<file path="src/rtl/serial_comp.sv">
// serial_comp: LSB-first multi-cycle magnitude comparator.
// Both operands are consumed two bits per cycle, starting at bit 0. A later,
// more significant slice that differs overrides any earlier decision. A signed
// compare is reduced to an unsigned one by inverting each operand's MSB when
// the operands are latched.
module serial_comp #(
  parameter int unsigned WIDTH = 32
) (
  input  logic             clock,
  input  logic             reset_n,
  input  logic             start,
  input  logic             is_signed,
  input  logic [WIDTH-1:0] A,
  input  logic [WIDTH-1:0] B,
  output logic             ready,
  output logic             done,
  output logic             EQ,
  output logic             GT,
  output logic             LT
);

  localparam int unsigned NSLICE = WIDTH / 2;
  localparam int unsigned CW     = (NSLICE > 1) ? $clog2(NSLICE) : 1;
  localparam logic [CW-1:0]    LAST_CNT = CW'(NSLICE - 1);
  localparam logic [WIDTH-1:0] MSB_MASK = {1'b1, {(WIDTH-1){1'b0}}};

  typedef enum logic [1:0] {
    IDLE = 2'd0,
    RUN  = 2'd1,
    DONE = 2'd2
  } state_t;

  state_t           state_q, state_d;
  logic [CW-1:0]    cnt_q, cnt_d;
  logic [WIDTH-1:0] a_q, a_d;
  logic [WIDTH-1:0] b_q, b_d;
  logic             eq_r_q, eq_r_d;
  logic             gt_r_q, gt_r_d;
  logic             done_q, done_d;
  logic             eq_o_q, eq_o_d;
  logic             gt_o_q, gt_o_d;
  logic             lt_o_q, lt_o_d;

  logic [CW:0]      slice_idx;
  logic [1:0]       slice_a;
  logic [1:0]       slice_b;

  // Next-state, datapath and output-register logic for the compare sequence.
  always_comb begin
    state_d = state_q;
    cnt_d   = cnt_q;
    a_d     = a_q;
    b_d     = b_q;
    eq_r_d  = eq_r_q;
    gt_r_d  = gt_r_q;
    done_d  = 1'b0;
    eq_o_d  = eq_o_q;
    gt_o_d  = gt_o_q;
    lt_o_d  = lt_o_q;

    slice_idx = {cnt_q, 1'b0};
    slice_a   = a_q[slice_idx +: 2];
    slice_b   = b_q[slice_idx +: 2];

    case (state_q)
      IDLE: begin
        if (start) begin
          a_d     = is_signed ? (A ^ MSB_MASK) : A;
          b_d     = is_signed ? (B ^ MSB_MASK) : B;
          cnt_d   = '0;
          eq_r_d  = 1'b1;
          gt_r_d  = 1'b0;
          state_d = RUN;
        end
      end
      RUN: begin
        if (slice_a != slice_b) begin
          gt_r_d = (slice_a > slice_b);
          eq_r_d = 1'b0;
        end
        if (cnt_q == LAST_CNT) begin
          // Flags are loaded from the updated running values on the exit edge,
          // so the MSB slice is already folded into the result.
          state_d = DONE;
          done_d  = 1'b1;
          eq_o_d  = eq_r_d;
          gt_o_d  = gt_r_d;
          lt_o_d  = ~eq_r_d & ~gt_r_d;
        end else begin
          cnt_d = cnt_q + CW'(1);
        end
      end
      DONE: begin
        state_d = IDLE;
      end
      default: begin
        state_d = IDLE;
      end
    endcase
  end

  // State and datapath registers with synchronous active-low reset.
  always_ff @(posedge clock) begin
    if (!reset_n) begin
      state_q <= IDLE;
      cnt_q   <= '0;
      a_q     <= '0;
      b_q     <= '0;
      eq_r_q  <= 1'b1;
      gt_r_q  <= 1'b0;
      done_q  <= 1'b0;
      eq_o_q  <= 1'b0;
      gt_o_q  <= 1'b0;
      lt_o_q  <= 1'b0;
    end else begin
      state_q <= state_d;
      cnt_q   <= cnt_d;
      a_q     <= a_d;
      b_q     <= b_d;
      eq_r_q  <= eq_r_d;
      gt_r_q  <= gt_r_d;
      done_q  <= done_d;
      eq_o_q  <= eq_o_d;
      gt_o_q  <= gt_o_d;
      lt_o_q  <= lt_o_d;
    end
  end

  // Outputs come straight from registers; ready decodes the idle state.
  always_comb begin
    ready = (state_q == IDLE);
    done  = done_q;
    EQ    = eq_o_q;
    GT    = gt_o_q;
    LT    = lt_o_q;
  end

endmodule

</file>
<file path="config.mk">
export PLATFORM = sky130hd
export DESIGN_NAME = serial_comp
export DESIGN_NICKNAME = d
export VERILOG_FILES = /design/src/rtl/serial_comp.sv
export SDC_FILE = /design/constraint.sdc
export NUM_CORES = 1
export LEC_CHECK = 0
export ABC_AREA = 1
export CAP_MARGIN = 25
export CORE_MARGIN = 3
export CORE_UTILIZATION = 55
export DETAILED_ROUTE_END_ITERATION = 16
export HOLD_SLACK_MARGIN = 0.02
export PLACE_DENSITY_LB_ADDON = 0.3
export SLEW_MARGIN = 30
export SYNTH_ARGS = -nofsm -noshare
export SYNTH_HDL_FRONTEND = slang
export SYNTH_SLANG_ARGS = --single-unit
export TNS_END_PERCENT = 100
</file>
<file path="constraint.sdc">
create_clock -name clock -period 4.7 [get_ports clock]
set_clock_uncertainty 0.05 [all_clocks]
set_input_delay 1.175 -clock clock [delete_from_list [all_inputs] [get_ports clock]]
set_output_delay 1.175 -clock clock [all_outputs]
set_load 0.005 [all_outputs]
</file>
==> flow_summary.ini, run 1 <==
[outcome]
outcome = finished clean

[layout]
area_delta_synth_final_pct = 24.8
post_layout_nonfiller_instances = 619
finish.utilization_pct = 72.3
antenna-diode-count = 0
nNetsFinal = 610
layout_cells_sized_above_1_pct = 7.17

[detailed_routing]
routed_wire_length_per_instance_um = 13.4
vias_per_inst = 5.34
vias = 3304
detail_route.drc_violations = 0
wirelength_um = 8310
drt_first_iter_violations = 215
route.antenna.remaining_nets = 0
detailedRoute.firstPassIterationCount = 5

[floorplan]
initial_core_util_pct = 57.9
floorplan.rows = 28
design.core.area_mm2 = 0.00606
io_pins = 73
die_x_um = 85.9
design.die.area_mm2 = 0.00738
die_boundary_height_um = 85.9

[synthesis]
synth_top_area_share_pct = 43.3
synthesis.instances = 485
postSynthRegisterBits = 76
yosys-top-cells-count = sky130_fd_sc_hd__dfxtp_1 (76), sky130_fd_sc_hd__o21ai_0 (70), sky130_fd_sc_hd__nor2_1 (68), sky130_fd_sc_hd__nand2_1 (67), sky130_fd_sc_hd__inv_1 (53)
synth_area_leader_cell = sky130_fd_sc_hd__dfxtp_1
yosys_warnings = 0
mappedNetlistNets = 556
synth_edf_count = 0
yosys-top-cells-area = sky130_fd_sc_hd__dfxtp_1 (43%), sky130_fd_sc_hd__o21ai_0 (10%), sky130_fd_sc_hd__nor2_1 (7.3%)
synth_area_per_cell_um2 = 7.24
synth-seq-area-share_pct = 43.3
synthDistinctLibCells = 25
async_reset_ff_share_pct = 0
library_cell_with_the_highest_instance_count_after_synthesis = sky130_fd_sc_hd__dfxtp_1
mappedNetlistArea_mm2 = 0.00351
dominantRegCellSynth = sky130_fd_sc_hd__dfxtp_1

[worst_hold_path]
min_delay_worst_type = reg2reg
hold_path_depth = 2
min_from = a_q[18]
min_delay_worst_endpoint = a_q[18]

[timing]
fmax_mhz = 345
final_number_of_hold_violating_endpoints = 0
final-max-slew-violation-count = 0
worst_pin_slew_ps = 785
report.final.setup_viol = 0
timing.setup.tns_ps = 0
min_period_ps = 2900
unrepaired_setup_endpoints_after_global_routing = no
whs_ps = 406
relSlewSlack_pct = 47.6
layout_worst_path_cycle_share_pct = 61.7

[placed_design]
gpl.final_weighted_congestion = 0.811
port-buffer-count = 72
dpl.cell_count = 603
hpwl_um = 5610

[grt]
first_global_vias = 3305
aggregate_global_route_resource_usage_pct = 23.4
grt_max_degree = 69
first_pass_grt_wire_length_um = 13900
grt_antenna_before_repair = 0
gr-total-overflow = 0

[critical_path]
critPathKind = reg2reg
r2r.worst_path.cells = 13
cp_cell_sequence = buf_4 -> nand2_1 -> o21ai_0 -> nand2_1 -> nand3_1 -> nand3_1 -> nand2_1 -> inv_1 -> ha_1 -> nand2_1 -> o21ai_0 -> nand2_1 -> a21oi_1
reg2reg_to = LT
cp.buffers_inverters = 2
critPathRequiredTime_ps = 4920
worstSetupEndpointType = flip-flop
timing.critical_path.slowest_stage_cell = sky130_fd_sc_hd__dfxtp_1
critical_path.most_common_cell = sky130_fd_sc_hd__nand2_1
critical_path_arrival_ps = 3120
setup.reg_to_reg.worst_slack_ps = 1800
startpoint_type = flip-flop
crit-reg2reg-launch = cnt_q[0]
timing.critical_path.fanout_max = 30
critPathTopFamily = flip-flops
critical-path-max-stage-delay_ps = 830

[clock_network]
cts.htree.levels = 3
latest_clock_arrival_within_the_worst_skew_pair_ps = 340
clock_pin_slew_reported_for_the_worst_setup_and_hold_paths_after_clock_tree_synthesis_ps = 70
cts_hold_buf = 0
clockBufferDepth = 2
post_cts.resized_instances = 0
tritoncts.num_buffers = 9
clk_root_buffer_cell = sky130_fd_sc_hd__clkbuf_8
numClockSinks = 76
clock_tree_from_tritoncts = yes
postCtsSetupRepairBufs = 0

[power]
power_per_cell_area_mw_per_mm2 = 348
leakage_nw = 1.81
power_mw = 1.53
peakVddDrop_mv = 0.222

[job]
maxCapViolations = 0
==> final cells by class <==
type                            instances  area [µm²]
Sequential cell                        76        1520
Timing Repair Buffer                   76         786
Fill cell                             526        1680
Clock inverter                          3        42.5
Inverter                               56         210
Clock buffer                           13         179
Tap cell                               75        93.8
Multi-Input combinational cell        320        1550
==> stage by stage <==
stage                     instance area (µm²)  setup slack (ps)
after detailed placement                 4160              1600
after global routing                     4380              1440
after global placement                   4110              1680
after CTS                                4380              1850
after floorplan                          3510              2830
final                                    4380              1800
==> worst max-delay path by stage <==
| stage | start | endpoint | cells after the start |
|---|---|---|---|
| global route | cnt_q[0] | LT | 13 |
| detailed placement | start | cnt_q[1] | 7 |
| floorplan | reset_n | EQ | 4 |
| global placement | start | cnt_q[1] | 7 |
| finish | cnt_q[0] | LT | 13 |
| CTS | cnt_q[0] | LT | 13 |
==> power by group <==
part | switching, mW | total, mW | internal [mW] | leakage (nW)
Sequential | 0.0254 | 0.719 | 0.693 | 0.628
Combinational | 0.147 | 0.271 | 0.123 | 1.07
Clock | 0.233 | 0.535 | 0.303 | 0.112
Total | 0.406 | 1.53 | 1.12 | 1.81
==> kinds of logic (layout without fill, tap and decap cells) <==
kind of cell | Yosys count | count (layout) | share of synthesized area, %
AO/OA/AOI/OAI | 138 | 138 | 21.3
XOR/XNOR | 2 | 2 | 0.499
adder cells (fa/ha/maj) | 3 | 3 | 1.07
buffers and inverters | 89 | 148 | 12.5
flip-flops | 76 | 76 | 43.3
AND/OR/NAND/NOR | 177 | 177 | 21.3
==> tightest hold or removal path, delay by kind of cell, from the launching register on <==
family / cells / cell delay (ps)
DFF: 1 / 300
buffers and inverters: 1 / 60
AOI/OAI and AO/OA: 1 / 60
==> flip-flops by register name, summed over array words and instances (netlist names) <==
name and count:
done 1, GT 1, state_q 2, LT 1
eq_r_q 1, gt_r_q 1, EQ 1, cnt_q 4
b_q 32, a_q 32
==> layout by cell type (no fill, tap or decap) <==
cell / synthesis / routed
sky130_fd_sc_hd__a21oi_1: 46 / 46
sky130_fd_sc_hd__nor2_4: 2 / 2
sky130_fd_sc_hd__clkinv_2: 0 / 1
sky130_fd_sc_hd__bufinv_16: 0 / 1
sky130_fd_sc_hd__clkbuf_8: 0 / 13
sky130_fd_sc_hd__a21oi_2: 1 / 1
sky130_fd_sc_hd__ha_1: 3 / 3
sky130_fd_sc_hd__buf_16: 0 / 2
sky130_fd_sc_hd__clkdlybuf4s50_1: 0 / 71
sky130_fd_sc_hd__inv_2: 3 / 3
sky130_fd_sc_hd__nor2_1: 68 / 68
sky130_fd_sc_hd__dfxtp_1: 76 / 76
sky130_fd_sc_hd__clkinvlp_4: 0 / 1
sky130_fd_sc_hd__nand2_1: 67 / 67
sky130_fd_sc_hd__buf_4: 2 / 2
sky130_fd_sc_hd__nand2_4: 2 / 2
sky130_fd_sc_hd__o211ai_1: 7 / 7
sky130_fd_sc_hd__o21ai_2: 9 / 9
sky130_fd_sc_hd__inv_1: 53 / 53
sky130_fd_sc_hd__o21ai_0: 70 / 70
sky130_fd_sc_hd__o22ai_1: 1 / 1
sky130_fd_sc_hd__buf_2: 11 / 1
sky130_fd_sc_hd__o21ai_1: 4 / 4
sky130_fd_sc_hd__xor2_1: 2 / 2
sky130_fd_sc_hd__nand3_2: 1 / 1
sky130_fd_sc_hd__nand3_1: 37 / 37
==> metal layers <==
layer	part of all wire [%]	vias up	global-route usage, %
met2	49	117	40.6
met4	2.3	0	9.21
met1	43	1484	27.7
met5	0	-	0
li1	-	1680	-
met3	6.4	23	5.38
No activity file was read; power rests on OpenSTA's default activity.
==> run 2, diff against run 1 <==
Settings changed: CORE_UTILIZATION 55 to 46.
Clock period 4.7 ns to 2.5 ns, I/O delays scaled along.
==> run 2 against run 1 <==
Effect of this change:
- clock power rose by 110%
- sequential power rose by 86%
- final cell count rose by 4.7%
- die area rose by 18%
- cell area rose by 1.5%
- non-clock buffer count rose by 6
- first-iteration DRC count fell by 40%
- highest routed layer unchanged
- combinational power rose by 87%
- register-to-register slack got worse by 1500 ps
==> flow_summary.ini, run 2 (same netlist as run 1, synthesis figures left out) <==
[critical_path]
timing.critical_path.fanout_max = 28
critical_path.most_common_cell = sky130_fd_sc_hd__nand2_1
r2r.worst_path.cells = 13
reg2reg_to = LT
startpoint_type = flip-flop
critical-path-max-stage-delay_ps = 400
critPathKind = reg2reg
timing.critical_path.slowest_stage_cell = sky130_fd_sc_hd__dfxtp_1
setup.reg_to_reg.worst_slack_ps = 340
cp_cell_sequence = buf_4 -> nand2_1 -> o21ai_0 -> nand2_1 -> nand3_1 -> nand3_1 -> nand2_1 -> inv_1 -> ha_1 -> nand2_1 -> o21ai_0 -> nand2_1 -> a21oi_1
worstSetupEndpointType = flip-flop
critPathRequiredTime_ps = 2730
critical_path_arrival_ps = 2380
critPathLaunch = cnt_q[0]
crit-reg2reg-launch = cnt_q[0]

[grt]
gr-total-overflow = 0
grt_max_degree = 44
first_global_vias = 3018
grt_antenna_before_repair = 0
aggregate_global_route_resource_usage_pct = 19.3
first_pass_grt_wire_length_um = 13500

[timing]
relSlewSlack_pct = 70.5
final_number_of_hold_violating_endpoints = 0
worst_pin_slew_ps = 443
unrepaired_setup_endpoints_after_global_routing = no
post-route-worst-setup-slack_ps = 341
min_period_ps = 2160
layout_worst_path_cycle_share_pct = 86.3
final-max-slew-violation-count = 0
timing.setup.tns_ps = 0
whs_ps = 403
report.final.setup_viol = 0
fmax_mhz = 463

[clock_network]
clock_pin_slew_reported_for_the_worst_setup_and_hold_paths_after_clock_tree_synthesis_ps = 80
clk_root_buffer_cell = sky130_fd_sc_hd__clkbuf_8
post_cts.resized_instances = 0
numClockSinks = 76
cts.htree.levels = 3
tritoncts.num_buffers = 9
clock_tree_from_tritoncts = yes
latest_clock_arrival_within_the_worst_skew_pair_ps = 340
postCtsSetupRepairBufs = 0
cts_hold_buf = 0
clockBufferDepth = 2

[floorplan]
initial_core_util_pct = 47.9
design.core.area_mm2 = 0.00733
die_x_um = 93.4
io_pins = 73
design.die.area_mm2 = 0.00872
die_boundary_height_um = 93.4
floorplan.rows = 31

[power]
peakVddDrop_mv = 0.291
power_mw = 2.96
leakage_nw = 1.84
power_per_cell_area_mw_per_mm2 = 665

[layout]
largestRegisters = a_q (32), b_q (32), cnt_q (4)
finish.utilization_pct = 60.6
layout_cells_sized_above_1_pct = 8.01
nNetsFinal = 616
layout.cells.most_common = sky130_fd_sc_hd__dfxtp_1
most-common-layout-cells = sky130_fd_sc_hd__dfxtp_1 (76), sky130_fd_sc_hd__clkdlybuf4s50_1 (71), sky130_fd_sc_hd__o21ai_0 (70)
area_delta_synth_final_pct = 26.6
antenna-diode-count = 0
nFillCells = 649

[detailed_routing]
wirelength_um = 7840
route.antenna.remaining_nets = 0
routed_wire_length_per_instance_um = 12.1
detailedRoute.firstPassIterationCount = 4
drt_first_iter_violations = 129
detail_route.drc_violations = 0
vias = 3167
vias_per_inst = 4.89

[worst_hold_path]
min_from = a_q[30]
min_delay_worst_type = reg2reg
hold_path_depth = 2
min_delay_worst_endpoint = a_q[30]

[placed_design]
gpl.final_weighted_congestion = 0.846
worst_slack_placed_ps = 357
hpwl_um = 5580
port-buffer-count = 72

[job]
maxCapViolations = 0

[outcome]
outcome = finished clean
## run 2: cell count changes in the layout (fill, tap and decap cells not counted), sizes merged
| cell | previous run | this run |
|---|---|---|
| clkinv | 1 | 2 |
| bufinv | 1 | 3 |
| clkbuf | 13 | 10 |
| clkinvlp | 1 | 0 |
| buf | 5 | 11 |
## run 2: worst max-delay path by stage
stage / endpoint / cells past startpoint / slack, ps
floorplan: LT / 13 / 630
global placement: b_q[16] / 5 / 410
detailed placement: LT / 13 / 360
CTS: LT / 13 / 330
global route: LT / 13 / 50
finish: LT / 13 / 340
## run 2: layout make-up
| type | instances | area [µm²] | area share [%] |
|---|---|---|---|
| multi-input combinational | 320 | 1550 | 34.8 |
| sequential | 76 | 1520 | 34.2 |
| timing repair buffer | 82 | 803 | 18.1 |
| inverter | 56 | 210 | 4.73 |
| clock buffer | 10 | 138 | 3.10 |
| tap | 99 | 124 | 2.79 |
| clock inverter | 5 | 100 | 2.25 |
## run 2: through the flow
stage | instance area (µm²) | instances
detailed placement | 4210 | 633
floorplan | 3510 | 485
global placement | 4210 | 633
global route | 4450 | 648
CTS | 4450 | 648
finish | 4450 | 648
## run 2: per-layer routing
layer,share of wire (%),global-route usage (%)
met4,1.5,6.84
met2,45,31.3
met1,48,25.2
met5,0,0
met3,4.8,4.42
## run 2: where the power goes
group          leakage (nW)  switching [mW]  total [mW]  internal, mW
combinational          1.09           0.274       0.508         0.234
clock                 0.122           0.427        1.11         0.681
sequential            0.628          0.0383        1.34          1.30
total                  1.84           0.739        2.96          2.22
## run 2: critical path, delay by kind of cell, from the launching register on
kind,cells,cell delay [ps]
AOI/OAI and AO/OA,3,500
adders and majority gates,1,280
and+or+nand+nor,7,520
DFF,1,400
buffers and inverters,2,330
==> run 3, diff against run 2 <==
Settings changed: CAP_MARGIN 25 to default, SLEW_MARGIN 30 to 0.
==> results of run 3 <==
No change in the layout: final DEF, timing and power equal those of run 2.
